<file path="src/rtl/usb_rx_pkg.sv">
// Shared definitions for the USB receive-path de-stuffing stage.
//   rx_us_state_t : de-stuff/shift FSM states
//   STUFF_RUN_DEF : default number of consecutive 1s before a stuffed 0
//   RX_WORD_W     : default assembled word width
package usb_rx_pkg;

  typedef enum logic [1:0] {
    IDLE  = 2'd0,
    SHIFT = 2'd1,
    STUFF = 2'd2
  } rx_us_state_t;

  localparam int unsigned STUFF_RUN_DEF = 6;
  localparam int unsigned RX_WORD_W     = 8;

endpackage

</file>
<file path="src/rtl/rx_ones_counter.sv">
// Saturating counter of consecutive received 1s.
//   clk, n_rst : clock, asynchronous active-low reset
//   clr        : zero the run (received 0, packet abort, re-arm)
//   inc        : a 1 was accepted this cycle
//   run_hit    : the count after this cycle's update equals STUFF_RUN,
//                i.e. the bit being accepted now completes the run
module rx_ones_counter
  import usb_rx_pkg::*;
#(
  parameter int unsigned STUFF_RUN = STUFF_RUN_DEF
) (
  input  logic clk,
  input  logic n_rst,
  input  logic clr,
  input  logic inc,
  output logic run_hit
);

  localparam int unsigned RW = $clog2(STUFF_RUN + 1);

  logic [RW-1:0] cnt_q;
  logic [RW-1:0] cnt_d;

  always_comb begin
    cnt_d = cnt_q;
    if (clr) begin
      cnt_d = '0;
    end else if (inc && (cnt_q != RW'(STUFF_RUN))) begin
      cnt_d = cnt_q + 1'b1;
    end
  end

  // Looks at the updated count so the FSM can enter STUFF on the same
  // strobe that carries the final 1 of the run.
  assign run_hit = (cnt_d == RW'(STUFF_RUN));

  always_ff @(posedge clk or negedge n_rst) begin
    if (!n_rst) begin
      cnt_q <= '0;
    end else begin
      cnt_q <= cnt_d;
    end
  end

endmodule

</file>
<file path="src/rtl/rx_unstuff_shift.sv">
// USB receive bit de-stuffer and word assembler (downstream of NRZI decode).
//   clk, n_rst   : clock, asynchronous active-low reset
//   d_sent       : decoded bit, valid with shift_enable
//   shift_enable : one-cycle bit-sample strobe
//   eop          : end of packet, qualified by shift_enable
//   rx_clear     : re-arm for a new packet (sync detected)
//   rx_data      : last completed word, LSB = first received bit
//   byte_ready   : one-cycle pulse, rx_data updated in the same cycle
//   stuff_err    : one-cycle pulse on a stuff violation
//   partial_err  : only with RX_PARTIAL_FLAG_EN defined; one-cycle pulse when
//                  a packet ends with a partially assembled word
module rx_unstuff_shift
  import usb_rx_pkg::*;
#(
  parameter int unsigned DATA_W    = RX_WORD_W,
  parameter int unsigned STUFF_RUN = STUFF_RUN_DEF
) (
  input  logic              clk,
  input  logic              n_rst,
  input  logic              d_sent,
  input  logic              shift_enable,
  input  logic              eop,
  input  logic              rx_clear,
  output logic [DATA_W-1:0] rx_data,
  output logic              byte_ready,
`ifdef RX_PARTIAL_FLAG_EN
  output logic              partial_err,
`endif
  output logic              stuff_err
);

  localparam int unsigned CW = (DATA_W > 1) ? $clog2(DATA_W) : 1;

  rx_us_state_t      state_q, state_n;
  logic [DATA_W-1:0] sr_q;
  logic [DATA_W-1:0] sr_shifted;
  logic [CW-1:0]     cnt_q;
  logic              do_shift;
  logic              word_done;
  logic              eop_abort;
  logic              err_n;
  logic              cnt_clr;
  logic              run_inc;
  logic              run_clr;
  logic              run_hit;

  // Run control is kept outside the FSM process: the FSM consumes run_hit,
  // which is derived from these, so folding them in would form a loop.
  assign run_inc = !rx_clear && shift_enable && !eop && d_sent && (state_q == SHIFT);
  assign run_clr = rx_clear ||
                   (shift_enable && (state_q != IDLE) &&
                    (eop || !d_sent || (state_q == STUFF)));

  rx_ones_counter #(
    .STUFF_RUN(STUFF_RUN)
  ) u_ones (
    .clk    (clk),
    .n_rst  (n_rst),
    .clr    (run_clr),
    .inc    (run_inc),
    .run_hit(run_hit)
  );

  always_comb begin
    state_n   = state_q;
    do_shift  = 1'b0;
    err_n     = 1'b0;
    eop_abort = 1'b0;
    if (rx_clear) begin
      state_n = SHIFT;
    end else if (shift_enable) begin
      case (state_q)
        IDLE: ;
        SHIFT: begin
          if (eop) begin
            eop_abort = 1'b1;
            state_n   = IDLE;
          end else begin
            do_shift = 1'b1;
            if (run_hit) state_n = STUFF;
          end
        end
        STUFF: begin
          if (eop) begin
            eop_abort = 1'b1;
            state_n   = IDLE;
          end else if (d_sent) begin
            err_n   = 1'b1;
            state_n = IDLE;
          end else begin
            state_n = SHIFT;
          end
        end
        default: state_n = IDLE;
      endcase
    end
  end

  assign sr_shifted = {d_sent, sr_q[DATA_W-1:1]};
  assign word_done  = do_shift && (cnt_q == CW'(DATA_W - 1));
  assign cnt_clr    = rx_clear || eop_abort || err_n;

  always_ff @(posedge clk or negedge n_rst) begin
    if (!n_rst) begin
      state_q    <= IDLE;
      sr_q       <= '0;
      cnt_q      <= '0;
      rx_data    <= '0;
      byte_ready <= 1'b0;
      stuff_err  <= 1'b0;
    end else begin
      state_q    <= state_n;
      byte_ready <= word_done;
      stuff_err  <= err_n;
      if (do_shift) sr_q <= sr_shifted;
      if (word_done) rx_data <= sr_shifted;
      if (cnt_clr || word_done) begin
        cnt_q <= '0;
      end else if (do_shift) begin
        cnt_q <= cnt_q + 1'b1;
      end
    end
  end

`ifdef RX_PARTIAL_FLAG_EN
  always_ff @(posedge clk or negedge n_rst) begin
    if (!n_rst) begin
      partial_err <= 1'b0;
    end else begin
      partial_err <= eop_abort && (cnt_q != '0);
    end
  end
`endif

endmodule

</file>
<file path="config.mk">
export PLATFORM = sky130hd
export DESIGN_NAME = rx_unstuff_shift
export DESIGN_NICKNAME = d
export VERILOG_FILES = /design/src/rtl/usb_rx_pkg.sv /design/src/rtl/rx_ones_counter.sv /design/src/rtl/rx_unstuff_shift.sv
export SDC_FILE = /design/constraint.sdc
export NUM_CORES = 1
export LEC_CHECK = 0
export BUFFER_PORTS_ARGS = -buffer_cell sky130_fd_sc_hd__clkbuf_2
export CAP_MARGIN = 20
export CORE_UTILIZATION = 35
export CTS_CLUSTER_SIZE = 14
export DETAILED_ROUTE_END_ITERATION = 16
export SYNTH_ARGS = -nofsm -noshare
export SYNTH_HDL_FRONTEND = slang
export SYNTH_HIERARCHICAL = 1
export SYNTH_SLANG_ARGS = --single-unit
</file>
<file path="constraint.sdc">
create_clock -name clk -period 6.04 [get_ports clk]
set_input_delay 0.604 -clock clk [delete_from_list [all_inputs] [get_ports clk]]
set_output_delay 0.604 -clock clk [all_outputs]
set_load 0.02 [all_outputs]
</file>
==> results.toml, run 1 <==
[drt]
wl_per_cell_um = 12.6
num_vias = 765
drt-initial-drc-count = 13
drc_errors = 0
ant_nets = 0
firstDrtPassIters = 4
routed_wl_um = 1980
viasPerCell = 4.87

[critical_path]
crit_chain = "inv_1 > ha_1 > and4bb_4 > and2_1 > a21boi_4 > or3b_1 > a21boi_1 > nor3b_1 > o311ai_1"
startpoint_type = "flip-flop"
crit_fanout = 14
cp_slowest_cell = "dfrtp_1"
slowest_delay_ns = 0.40
rr_startpoint = "state_q[1]"
cp.required_ns = 6.26
crit_path_start = "state_q[1]"
critical_path.top_delay_family = "simple AND/OR/NAND/NOR gates"
end_kind = "flip-flop"
cp_num_buf_inv = 1
crit_arrival_ns = 2.63
path_class = "flip-flop to flip-flop"

[clock_tree]
root_buffer = "clkbuf_4"
cts_tree = "done"
post_cts_resized = 0
numCtsBuffers = 3
clk_pin_slew_ns = 0.14
cts_max_level = 1
postCtsSetupBuffers = 0
clock_latency_ns = 0.32
cts.path.max_buffers = 2
cts_hold_buf = 0
cts_num_sinks = 25

[power]
vdd_drop_max_mv = 0.106
comb_power_share = 0.147
pwr-share-seq = 0.619
p_int_uw = 245
clockPowerShare = 0.234
p_switching_uw = 86.4
powerDensity_mw_per_mm2 = 237
p_sw_frac = 0.261
power.leakage_uw = 0.000705
power_uw = 331

[placed_design]
detailed_place_hpwl_um = 1470
io_buffers = 15
place.gp.congestion = 0.790

[grt]
grt_pass1_wl_um = 3370
grt_use_total = 0.125
antenna_found_initial = 0
first_global_vias = 756
grt_overflow_total = 0
grt_max_degree = 26

[synthesis]
synthAdderAreaFrac = 0.0701
syn_inst = 93
avgSynthCellArea_um2 = 13.4
synthSimpleGateAreaFrac = 0.150
synthMuxAreaShare = 0.185
netlist_area_mm2 = 0.00125
synthXorXnorAreaFrac = 0.00701
synthFlopType = "dfrtp_1"
yosysWarnings = 6
synth_edf_count = 0
ys_ff_latch = 25
ys_async_sr_fraction = 1.00
synth_compound_area_frac = 0.0621
synth_top_family_by_area = "multiplexers"
synth_cell_types = 29
seq_area_frac_synth = 0.501
syn_nets = 106

[floorplan]
die_w_um = 61.7
rows = 21
ios = 16
start_util = 0.368
dieArea_mm2 = 0.00381
core_mm2 = 0.00339
die_y_um = 61.7

[timing]
period_share = 0.399
rsz0062_at_grt = "false"
clock_skew_ns = 0.00107
final.setup.tns_ns = 0
drv_slew = 0
hold_slack_ns = 0.261
tightest_slew_ns = 0.613
min_period_ns = 2.41
hold_viol = 0
max_freq_mhz = 415
slew_headroom = 0.591
finalSetupViolCount = 0

[layout]
final_nets = 125
utilization = 0.413
diodes = 0
drive_gt1_frac = 0.342
syn2layout_area_growth_pct = 12.1

[run_status]
status = "finished clean"

[min_path]
worst_hold_path_type = "input port to async pin"

[job]
cap_violations = 0
==> sequential cells by signal (all words and copies together), names as in the netlist <==
| signal | count |
|---|---|
| rx_data | 8 |
| byte_ready | 1 |
| cnt_q | 3 |
| stuff_err | 1 |
| u_ones/cnt_q | 3 |
| state_q | 2 |
| sr_q | 7 |
==> final timing paths <==
check                              to  slack (ns)  cells past startpoint
setup / recovery           state_q[0]        3.63                      9
setup reg to reg           state_q[0]        3.63                      9
max in group asynchronous  rx_data[1]        5.39                      1
hold / removal             rx_data[5]        0.26                      1
min in group clk           state_q[1]        0.48                      2
hold reg to reg            rx_data[1]        0.53                      1
==> power by group through the flow <==
stage          combinational [uW]  clock [uW]  sequential, uW
2_1_floorplan                39.4           0             202
3_3_place_gp                 48.0           0             207
3_5_place_dp                 49.1           0             208
4_1_cts                      49.3        81.2             205
5_1_grt                      52.6        89.3             207
6_report                     48.7        77.6             205
==> through the flow <==
stage / instances / area [um^2] / worst slack [ns]
after floorplan: 93 / 1250 / 3.78
after global placement: 153 / 1370 / 3.58
after detailed placement: 153 / 1370 / 3.51
after CTS: 157 / 1400 / 3.62
after global routing: 157 / 1400 / 3.40
final: 157 / 1400 / 3.63
==> cells by family after synthesis <==
| group | Yosys count |
|---|---|
| fa+ha+maj | 7 |
| xor+xnor | 1 |
| simple gates | 27 |
| mux | 16 |
| flops | 25 |
| buf+inv | 6 |
| compound gates | 11 |
==> metal layers <==
metal	track usage	wire, um	vias to the layer above
li1	-	-	368
met1	0.152	935	370
met2	0.214	918	22
met3	0.0393	95	5
met4	0.0381	27	0
met5	0	0	-
==> layout make-up <==
cell class	count	area [um^2]
Clock buffer	3	22.5
Clock inverter	1	7.51
Fill cell	334	1990
Inverter	5	18.8
Multi-Input combinational cell	62	593
Sequential cell	25	626
Tap cell	46	57.6
Timing Repair Buffer	15	75.1
==> cell usage in the layout, fill, tap and decap left out, types with 2 or more instances in the layout <==
master,Yosys,layout
nor3b_1,2,2
clkbuf_4,0,3
ha_1,7,7
nand2_1,2,2
clkbuf_2,0,15
nor2_1,5,5
o21ai_0,3,3
inv_1,5,5
nand2b_1,3,3
dfrtp_1,25,25
nand3b_1,3,3
nand3_1,3,3
a21oi_1,4,4
mux2_4,14,14
==> synth_stat cells, types with 2 or more instances <==
master | instances | area [um^2]
inv_1 | 5 | 18.8
nand2_1 | 2 | 7.51
o21ai_0 | 3 | 15.0
nand3_1 | 3 | 15.0
nand2b_1 | 3 | 18.8
mux2_4 | 14 | 210
dfrtp_1 | 25 | 626
nand3b_1 | 3 | 22.5
ha_1 | 7 | 87.6
nor3b_1 | 2 | 15.0
nor2_1 | 5 | 18.8
a21oi_1 | 4 | 20.0
Note: power is estimated with default switching activity, not from simulation.
==> inputs of run 2 (changes only) <==
clock period = 2.3 ns   (was 6.04 ns; I/O delays follow)
==> results.toml, run 2 (synthesis results as in run 1) <==
[clock_tree]
cts.path.max_buffers = 2
numCtsBuffers = 3
cts_num_sinks = 25
clock_latency_ns = 0.32
cts_tree = "done"
clk_pin_slew_ns = 0.14
root_buffer = "clkbuf_4"
cts_max_level = 1

[layout]
diodes = 0
stdcell_count = 160
syn2layout_area_growth_pct = 14.4
final_cell_mix = "25 x dfrtp_1, 15 x clkbuf_2, 14 x mux2_4"
reg_top3 = "rx_data: 8 flops, sr_q: 7 flops"
final_nets = 128
drive_gt1_frac = 0.360
largest_register_ffs = 8
final_common_cell = "dfrtp_1"
fillCellCount = 314
top_register = "rx_data"

[power]
comb_power_share = 0.149
powerDensity_mw_per_mm2 = 613
power_uw = 876
clockPowerShare = 0.235
pwr-share-seq = 0.616
p_switching_uw = 231
p_int_uw = 645
power.leakage_uw = 0.000720
vdd_drop_max_mv = 0.334
p_sw_frac = 0.263

[critical_path]
cp_num_buf_inv = 0
crit_arrival_ns = 2.39
slowest_delay_ns = 0.42
end_kind = "flip-flop"
startpoint_type = "flip-flop"
cp_slowest_cell = "dfrtp_1"
critical_path.top_delay_family = "simple AND/OR/NAND/NOR gates"
cp.required_ns = 2.51
crit_chain = "ha_1 > and4bb_4 > and2_1 > a21boi_4 > or3b_1 > a21boi_2 > nor3b_1 > o21ai_0 > o311ai_1"
crit_fanout = 5
path_class = "flip-flop to flip-flop"

[placed_design]
place.gp.congestion = 0.918
preCtsSetupSlack_ns = 0.0927
detailed_place_hpwl_um = 1490
io_buffers = 15
dp.cells = 154

[timing]
max_freq_mhz = 460
min_period_ns = 2.17
slew_headroom = 0.585
final.setup.tns_ns = 0
fin_ws_ns = 0.126
hold_viol = 0
period_share = 0.945
clock_skew_ns = 0.00119
tightest_slew_ns = 0.622
hold_slack_ns = 0.103
drv_slew = 0
finalSetupViolCount = 0

[floorplan]
ios = 16
dieArea_mm2 = 0.00381
die_w_um = 61.7
core_mm2 = 0.00339
rows = 21
die_y_um = 61.7
start_util = 0.368

[drt]
viasPerCell = 4.85
firstDrtPassIters = 4
drt-initial-drc-count = 37
routed_wl_um = 2070
wl_per_cell_um = 12.9
ant_nets = 0
drc_errors = 0
num_vias = 776

[job]
cap_violations = 0

[grt]
antenna_found_initial = 0
grt_overflow_total = 0
grt_use_total = 0.128
grt_max_degree = 26
grt_pass1_wl_um = 3550
first_global_vias = 789

[min_path]
worst_hold_path_type = "input port to flip-flop"

[run_status]
status = "finished clean"
run 2: metal layers:
layer,global-route usage,wire [um],up-vias,part of all wire
li1,-,-,372,-
met1,0.158,1020,380,0.49
met2,0.215,911,22,0.44
met3,0.0373,120,2,0.058
met4,0.0413,17,0,0.0082
met5,0,0,-,0
run 2: final cells by class:
class | instances | area (um^2) | area share
clock inverters | 1 | 7.51 | 0.00525
well taps | 46 | 57.6 | 0.0403
clock buffers | 3 | 22.5 | 0.0158
inverters | 5 | 18.8 | 0.0131
flip-flops and latches | 25 | 626 | 0.438
multi-input cells | 62 | 597 | 0.418
repair buffers | 18 | 100 | 0.0701
run 2: timing repair:
item	4_1_cts	5_1_grt
buffers inserted	0	1
resized for setup	0	1
hold buffers	1	0
endpoints found under the hold margin	25	0
endpoints found under the setup margin	0	2
run 2: through the flow:
stage               instance area, um^2  utilization
CTS                                1420        0.418
finish                             1430        0.422
global placement                   1380        0.406
floorplan                          1250            -
global route                       1430        0.422
detailed placement                 1380        0.406
run 2: worst paths after layout:
path	start	endpoint	slack, ns	cells after the start
max reg2reg	state_q[0]	state_q[0]	0.13	9
min in group asynchronous	n_rst	rx_data[4]	0.43	2
max	state_q[0]	state_q[0]	0.13	9
max in group asynchronous	n_rst	cnt_q[0]	1.47	2
min	rx_clear	state_q[1]	0.10	2
min reg2reg	rx_data[2]	rx_data[2]	0.53	1
run 2: power groups by stage:
stage	Combinational (uW)	Sequential [uW]	Clock, uW
floorplan	103	531	0
global placement	126	542	0
detailed placement	130	548	0
CTS	132	539	218
global route	142	547	234
finish	130	540	206
==> inputs of run 3 (changes only) <==
CORE_UTILIZATION = 50   (was 35)
PLACE_DENSITY = 0.73   (was default)
clock period = 1.8 ns   (was 2.3 ns; I/O delays follow)
==> results.toml, run 3 (synthesis results as in run 1) <==
[layout]
top_register = "rx_data"
final_cell_mix = "25 x dfrtp_1, 16 x buf_4, 15 x clkbuf_2"
syn2layout_area_growth_pct = 24.3
final_nets = 142
reg_top3 = "rx_data: 8 flops, sr_q: 7 flops"
drive_gt1_frac = 0.500
diodes = 0
fillCellCount = 168
largest_register_ffs = 8
final_common_cell = "dfrtp_1"
stdcell_count = 156

[timing]
final.setup.tns_ns = -0.518
hold_slack_ns = 0.128
clock_skew_ns = 0.00608
period_share = 1.18
slew_headroom = 0.590
tightest_slew_ns = 0.615
finalSetupViolCount = 2
max_freq_mhz = 473
drv_slew = 0
min_period_ns = 2.12
rsz0062_at_grt = "true"
fin_ws_ns = -0.316
hold_viol = 0

[critical_path]
cp.required_ns = 1.99
cp_num_buf_inv = 0
slowest_delay_ns = 0.45
end_kind = "flip-flop"
critical_path.top_delay_family = "simple AND/OR/NAND/NOR gates"
path_class = "flip-flop to flip-flop"
cp_slowest_cell = "dfrtp_1"
crit_fanout = 3
crit_chain = "ha_4 > and4bb_4 > and2_4 > a21boi_4 > or3b_4 > a21boi_2 > nor3b_2 > o21ai_1 > o311ai_2"
startpoint_type = "flip-flop"
crit_arrival_ns = 2.31

[run_status]
status = "complete, but fails checks"
failed_checks = "negative setup slack"

[clock_tree]
cts.path.max_buffers = 2
numCtsBuffers = 3
clock_latency_ns = 0.31
cts_num_sinks = 25
cts_max_level = 1
root_buffer = "clkbuf_4"
clk_pin_slew_ns = 0.13
cts_tree = "done"

[power]
comb_power_share = 0.176
powerDensity_mw_per_mm2 = 736
pwr-share-seq = 0.602
clockPowerShare = 0.221
p_int_uw = 849
p_sw_frac = 0.258
p_switching_uw = 294
vdd_drop_max_mv = 0.471
power_uw = 1140
power.leakage_uw = 0.000798

[grt]
antenna_found_initial = 0
grt_max_degree = 26
grt_overflow_total = 0
first_global_vias = 831
grt_use_total = 0.183
grt_pass1_wl_um = 3560

[floorplan]
rows = 17
die_y_um = 52.0
core_mm2 = 0.00228
dieArea_mm2 = 0.00270
ios = 16
die_w_um = 52.0
start_util = 0.549

[placed_design]
io_buffers = 15
place.gp.congestion = 0.791
dp.cells = 149
detailed_place_hpwl_um = 1580

[drt]
wl_per_cell_um = 14.5
drc_errors = 0
num_vias = 859
viasPerCell = 5.51
firstDrtPassIters = 5
ant_nets = 0
routed_wl_um = 2260
drt-initial-drc-count = 20

[min_path]
worst_hold_path_type = "input port to flip-flop"

[job]
cap_violations = 0
## run 3: changes by cell type in the layout (fill, tap and decap cells not counted), sizes merged
cell / before / now
buf: 2 / 16
## run 3: through the flow
step	utilization	setup WS, ns	cell area, um^2
detailed placement	0.644	-0.268	1470
floorplan	-	-0.346	1270
CTS	0.665	-0.300	1510
finish	0.682	-0.316	1550
global placement	0.644	-0.205	1470
global route	0.682	-0.391	1550
## run 3: final timing paths
path	from	endpoint	slack, ns	cells after the start
max	state_q[0]	state_q[0]	-0.32	9
max in group asynchronous	n_rst	cnt_q[2]	1.01	2
max reg2reg	state_q[0]	state_q[0]	-0.32	9
min reg2reg	sr_q[1]	rx_data[0]	0.53	1
min in group asynchronous	n_rst	rx_data[4]	0.39	2
min	rx_clear	state_q[1]	0.13	3
## run 3: cell type report
type                    count  area [um^2]  share of cell area
inverters                   5         18.8              0.0121
well taps                  28         35.0              0.0226
repair buffers             32          205               0.132
clock buffers               3         22.5              0.0145
flip-flops and latches     25          626               0.403
multi-input cells          62          638               0.411
clock inverters             1         7.51             0.00483
## run 3: metal layers
| metal | up-vias | wire [um] | global-route usage |
|---|---|---|---|
| met5 | - | 0 | 0 |
| met4 | 0 | 54 | 0.0766 |
| met3 | 12 | 102 | 0.0292 |
| met2 | 39 | 1070 | 0.301 |
| met1 | 408 | 1030 | 0.236 |
| li1 | 400 | - | - |
## run 3: repair_timing
item,in CTS,in global routing
setup buffers,1,1
hold buffers,1,0
gates resized for setup,1,8
pin swaps,0,8
endpoints found under the hold margin,25,0
endpoints found under the setup margin,2,6
## run 3: power groups by stage
stage	sequential, uW	combinational, uW	clock (uW)
2_1_floorplan	679	135	0
3_3_place_gp	694	181	0
3_5_place_dp	701	187	0
4_1_cts	689	192	264
5_1_grt	700	218	287
6_report	689	201	253
## run 3: worst register-to-register path, delay by kind of cell (launching register included)
family / cells / cell delay (ns)
AND/OR/NAND/NOR: 4 / 0.79
flip-flops: 1 / 0.45
adder cells (fa/ha/maj): 1 / 0.18
AO/OA/AOI/OAI: 4 / 0.60
